### src/rtl/avalon_pio_ext.sv
// Avalon-MM PIO slave: output reg with set/clr, synchronised inputs, edge capture, masked irq; PIO_PULSE_EN adds timed pulses.
// Latency: reads combinational, writes land on next clk edge; no backpressure (zero wait states, no waitrequest).
module avalon_pio_ext #(
  parameter int unsigned      WIDTH        = 8,
  parameter logic [WIDTH-1:0] RESET_VALUE  = '0,
  parameter int unsigned      EDGE_TYPE    = 0,
  parameter int unsigned      PULSE_CYCLES = 16
) (
  input  logic             clk,
  input  logic             reset,
  input  logic [2:0]       address,
  input  logic             chipselect,
  input  logic             write_n,
  input  logic [WIDTH-1:0] writedata,
  output logic [WIDTH-1:0] readdata,
  input  logic [WIDTH-1:0] in_port,
  output logic [WIDTH-1:0] out_port,
  output logic             irq
);

  localparam logic [2:0] A_DATA    = 3'd0;
  localparam logic [2:0] A_INPUT   = 3'd1;
  localparam logic [2:0] A_IRQMASK = 3'd2;
  localparam logic [2:0] A_EDGECAP = 3'd3;
  localparam logic [2:0] A_OUTSET  = 3'd4;
  localparam logic [2:0] A_OUTCLR  = 3'd5;
`ifdef PIO_PULSE_EN
  localparam logic [2:0]  A_PULSE    = 3'd6;
  localparam logic [15:0] PULSE_LOAD = 16'(PULSE_CYCLES);
`endif

  if (WIDTH < 1 || WIDTH > 32 || EDGE_TYPE > 2 || PULSE_CYCLES < 1 || PULSE_CYCLES > 65535) begin : g_param_check
    $error("avalon_pio_ext: parameter out of range");
  end

  logic [WIDTH-1:0] out_q, out_d;
  logic [WIDTH-1:0] mask_q, mask_d;
  logic [WIDTH-1:0] edge_q, edge_d;
  logic [WIDTH-1:0] s1_q, s2_q, prev_q;
  logic [1:0]       armed_q, armed_d;
  logic [WIDTH-1:0] det;
  logic             wr;
`ifdef PIO_PULSE_EN
  logic [15:0]      pulse_cnt_q, pulse_cnt_d;
  logic [WIDTH-1:0] pulse_mask_q, pulse_mask_d;
  logic             out_wr;
`endif

  assign wr = chipselect & ~write_n;

  // Saturates at 3 so the stale prev=0 left by reset never pairs with a level already high at release.
  assign armed_d = (armed_q == 2'd3) ? armed_q : armed_q + 2'd1;

  always_comb begin
    det = '0;
    case (EDGE_TYPE)
      0:       det = s2_q & ~prev_q;
      1:       det = ~s2_q & prev_q;
      default: det = s2_q ^ prev_q;
    endcase
    if (armed_q != 2'd3) det = '0;
  end

  always_comb begin
    out_d  = out_q;
    mask_d = mask_q;
    edge_d = edge_q;
`ifdef PIO_PULSE_EN
    pulse_cnt_d  = pulse_cnt_q;
    pulse_mask_d = pulse_mask_q;
    out_wr       = wr && (address == A_DATA || address == A_OUTSET || address == A_OUTCLR);
    if (pulse_cnt_q != 16'd0) begin
      pulse_cnt_d = pulse_cnt_q - 16'd1;
      if (pulse_cnt_q == 16'd1) begin
        out_d        = out_q & ~pulse_mask_q;
        pulse_mask_d = '0;
      end
    end
`endif
    if (wr) begin
      case (address)
        A_DATA:    out_d  = writedata;
        A_IRQMASK: mask_d = writedata;
        A_EDGECAP: edge_d = edge_q & ~writedata;
        A_OUTSET:  out_d  = out_q | writedata;
        A_OUTCLR:  out_d  = out_q & ~writedata;
`ifdef PIO_PULSE_EN
        A_PULSE: begin
          if (writedata != '0) begin
            out_d        = out_q | writedata;
            pulse_mask_d = pulse_mask_q | writedata;
            pulse_cnt_d  = PULSE_LOAD;
          end
        end
`endif
        default: ;
      endcase
    end
`ifdef PIO_PULSE_EN
    if (out_wr) begin
      pulse_cnt_d  = '0;
      pulse_mask_d = '0;
    end
`endif
    // A fresh edge overrides a same-cycle write-1-clear.
    edge_d = edge_d | det;
  end

  always_ff @(posedge clk or posedge reset) begin
    if (reset) begin
      out_q   <= RESET_VALUE;
      mask_q  <= '0;
      edge_q  <= '0;
      s1_q    <= '0;
      s2_q    <= '0;
      prev_q  <= '0;
      armed_q <= '0;
`ifdef PIO_PULSE_EN
      pulse_cnt_q  <= '0;
      pulse_mask_q <= '0;
`endif
    end else begin
      out_q   <= out_d;
      mask_q  <= mask_d;
      edge_q  <= edge_d;
      s1_q    <= in_port;
      s2_q    <= s1_q;
      prev_q  <= s2_q;
      armed_q <= armed_d;
`ifdef PIO_PULSE_EN
      pulse_cnt_q  <= pulse_cnt_d;
      pulse_mask_q <= pulse_mask_d;
`endif
    end
  end

  always_comb begin
    readdata = '0;
    case (address)
      A_DATA:    readdata = out_q;
      A_INPUT:   readdata = s2_q;
      A_IRQMASK: readdata = mask_q;
      A_EDGECAP: readdata = edge_q;
      default:   readdata = '0;
    endcase
  end

  assign out_port = out_q;
  assign irq      = |(edge_q & mask_q);

endmodule

### config.mk
export PLATFORM = sky130hd
export DESIGN_NAME = avalon_pio_ext
export DESIGN_NICKNAME = d
export VERILOG_FILES = /design/src/rtl/avalon_pio_ext.sv
export SDC_FILE = /design/constraint.sdc
export NUM_CORES = 1
export LEC_CHECK = 0
export CAP_MARGIN = 40
export CORE_AREA = 3 3 63 65
export CTS_BUF_LIST = sky130_fd_sc_hd__clkbuf_4 sky130_fd_sc_hd__clkbuf_8
export DETAILED_ROUTE_END_ITERATION = 7
export DIE_AREA = 0 0 66 68
export DONT_BUFFER_PORTS = 1
export PLACE_DENSITY = 0.79
export REMOVE_ABC_BUFFERS = 1
export SLEW_MARGIN = 20
export SYNTH_ARGS = -nofsm -noshare
export SYNTH_HDL_FRONTEND = slang
export SYNTH_SLANG_ARGS = --single-unit
### constraint.sdc
create_clock -name clk -period 2.5 [get_ports clk]
set_input_delay 0.5 -clock clk [delete_from_list [all_inputs] [get_ports clk]]
set_output_delay 0.5 -clock clk [all_outputs]
set_load 0.01 [all_outputs]
==> impl_metrics.yaml <==
yosys:
  syn-instance-count: 161
  synthTopCellsByArea: "dfrtp_1, mux4_1, nor2b_1"
  synth-main-ff-cell: "dfrtp_1"
  synth_edf_count: 0
  synth_common_cells: "dfrtp_1, nor2b_1, o21ai_0"
  synth.largest_area_cell: "dfrtp_1"
  synthArstFlopShare_pct: 100.0
  synth.avg_cell_area_um2: 13.38
  yosys_register_bits: 50
  yosysWarnings: 0
  synthMostInstantiatedCell: "dfrtp_1"
  netlist_area_um2: 2155
  yosysTopAreaCellShare_pct: 58.07
  ys_seq_area_share_pct: 58.07
  yosysUniqueCellTypes: 25
worst_hold_path:
  hp-class: "in2reg"
run_status:
  outcome: "completed"
worst_setup_path:
  end_kind: "primary output"
  crit_slowest_cell: "mux4_1"
  critPathBufInv: 0
  critPathKind: "reg2out"
  path_cells: "mux4_1 > nor2b_1"
  arrival_ns: 1.54
  path_max_fanout: 3
  path_delay_family: "multiplexers"
  max_stage_delay_ns: 0.51
  required_ns: 2.00
  critPathLaunchType: "flop"
sta:
  maxSlewHeadroom_pct: 57.73
  finalSetupViolations: 0
  tns_ns: 0
  hold_viol: 0
  fin_crit_sh_pct: 81.59
  clock.fmax_mhz: 490.2
  fin_crit_ns: 2.040
  tightest_slew_ns: 0.6340
  rsz0062_at_grt: "false"
  fin_ws_ns: 0.4602
  slew_viol_final: 0
  fin_skew_ns: 0.01405
floorplan:
  start_util_pct: 63.57
  coreArea_um2: 3390
  io_pins: 40
  die-area_um2: 4488
  die_w_um: 66
  num_rows: 21
  dieHeight_um: 68
route:
  dr_total_vias: 1278
  wl_mm: 3.942
  drcViolationCount: 0
  via_per_inst: 6.144
  routedWlPerCell_um: 18.95
  drtPass1Iterations: 4
  drt_iter0_drc: 104
  ant_nets: 0
global_route:
  grt_max_degree: 36
  overflow: 0
  first_global_vias: 1320
  grt_pass1_wl_mm: 6.582
  grt_usage_pct: 20.20
  grt_antenna_before_repair: 0
clock_network:
  cts_max_path_buffers: 2
  cts_buffers: 5
  clkTransAtPathRegs_ns: 0.14
  clockRootBuffer: "clkbuf_4"
  cts.sink_count: 50
  h-tree-depth: 2
  clk-insertion-delay-late_ns: 0.36
  cts_tree: "built"
cells_and_area:
  n_antenna_cell: 0
  final_util_pct: 65.82
  area_delta_synth_final_pct: 3.542
  stdcell_count: 208
  drive_above_1_share_pct: 14.81
  nNetsFinal: 185
  final.fill_count: 245
pwr:
  power_leakage_nw: 0.9072
  p_total_mw: 1.531
  powerDensity_nw_per_um2: 686.3
  ir_worst_vdd_v: 0.0004565
place:
  io_buffers: 0
  post-dp-hpwl_mm: 2.735
  pre_cts_ws_ns: 0.6018
  dp.cells: 199
  gp_congestion: 0.8173
flow_run:
  max_cap_violations: 0
## metrics by stage
| step | instance area, um2 | hold WS [ns] |
|---|---|---|
| 6_report | 2231 | 0.1416 |
| 5_1_grt | 2231 | 0.09377 |
| 4_1_cts | 2231 | 0.1319 |
| 3_5_place_dp | 2157 | 0.3347 |
| 3_3_place_gp | 2157 | 0.3312 |
| 2_1_floorplan | 2085 | 0.3312 |
## cells in the final DEF, fill, tap and decap left out, types with 2 or more instances in the layout
cell and n:
mux4_1 8, nor2b_1 17, nand2_1 16, a22oi_1 4, dfrtp_1 50, o21ai_1 2
nand3b_1 4, o21ai_0 17, nand2b_1 8, buf_4 2, mux2_2 9, o31ai_1 6
clkbuf_4 5
## metal layers
metal	GRT usage, %	up-vias	share of wire [%]
met2	31.29	50	47
met4	8.122	0	2.1
li1	-	577	-
met5	0	-	0
met3	7.225	9	8.4
met1	26.22	642	42
## flip-flops by register name, summed over array words and instances, names as in the netlist
signal,cells
armed_q,2
s1_q,8
out_port,8
edge_q,8
mask_q,8
s2_q,8
prev_q,8
## cell families after synthesis
family	share of synthesized area [%]
buffers and inverters	3.426
AOI/OAI and AO/OA	9.872
DFF	58.07
muxes	14.46
and+or+nand+nor	13.18
adders and majority gates	0.5806
xor gates and xnor gates	0.4066
## timing repair
item	in CTS	in global routing
hold endpoints to repair	15	0
gates resized for setup	0	0
buffers inserted	0	0
hold buffers	1	0
## final cells by class
class | instances | area, um2 | area share, %
flip-flops and latches | 50 | 1251 | 56.09
multi-input cells | 100 | 829.5 | 37.18
well taps | 46 | 57.56 | 2.580
clock buffers | 6 | 51.30 | 2.299
repair buffers | 3 | 25.02 | 1.122
clock inverters | 2 | 12.51 | 0.5609
inverters | 1 | 3.754 | 0.1683
## path summary, 6_finish.rpt
check / startpoint / endpoint / slack, ns / cells past startpoint
min in group asynchronous: reset / s1_q[4]$_DFF_PP0_ / 0.53 / 2
worst min-delay path: in_port[0] / s1_q[0]$_DFF_PP0_ / 0.14 / 0
worst max-delay path: out_port[1]$_DFFE_PP0P_ / readdata[1] / 0.46 / 2
worst max register to register: armed_q[0]$_DFFE_PP0N_ / armed_q[1]$_DFFE_PP0N_ / 1.16 / 2
worst min register to register: s1_q[5]$_DFF_PP0_ / s2_q[5]$_DFF_PP0_ / 0.35 / 0
max in group asynchronous: reset / prev_q[6]$_DFF_PP0_ / 1.22 / 3
## power by group
group / switching (mW) / leakage [nW] / internal, mW / total, mW
Clock: 0.245 / 0.0343 / 0.136 / 0.380
Combinational: 0.0796 / 0.304 / 0.112 / 0.192
Sequential: 0.0725 / 0.569 / 0.887 / 0.959
Power figures use the tool's default switching activity.
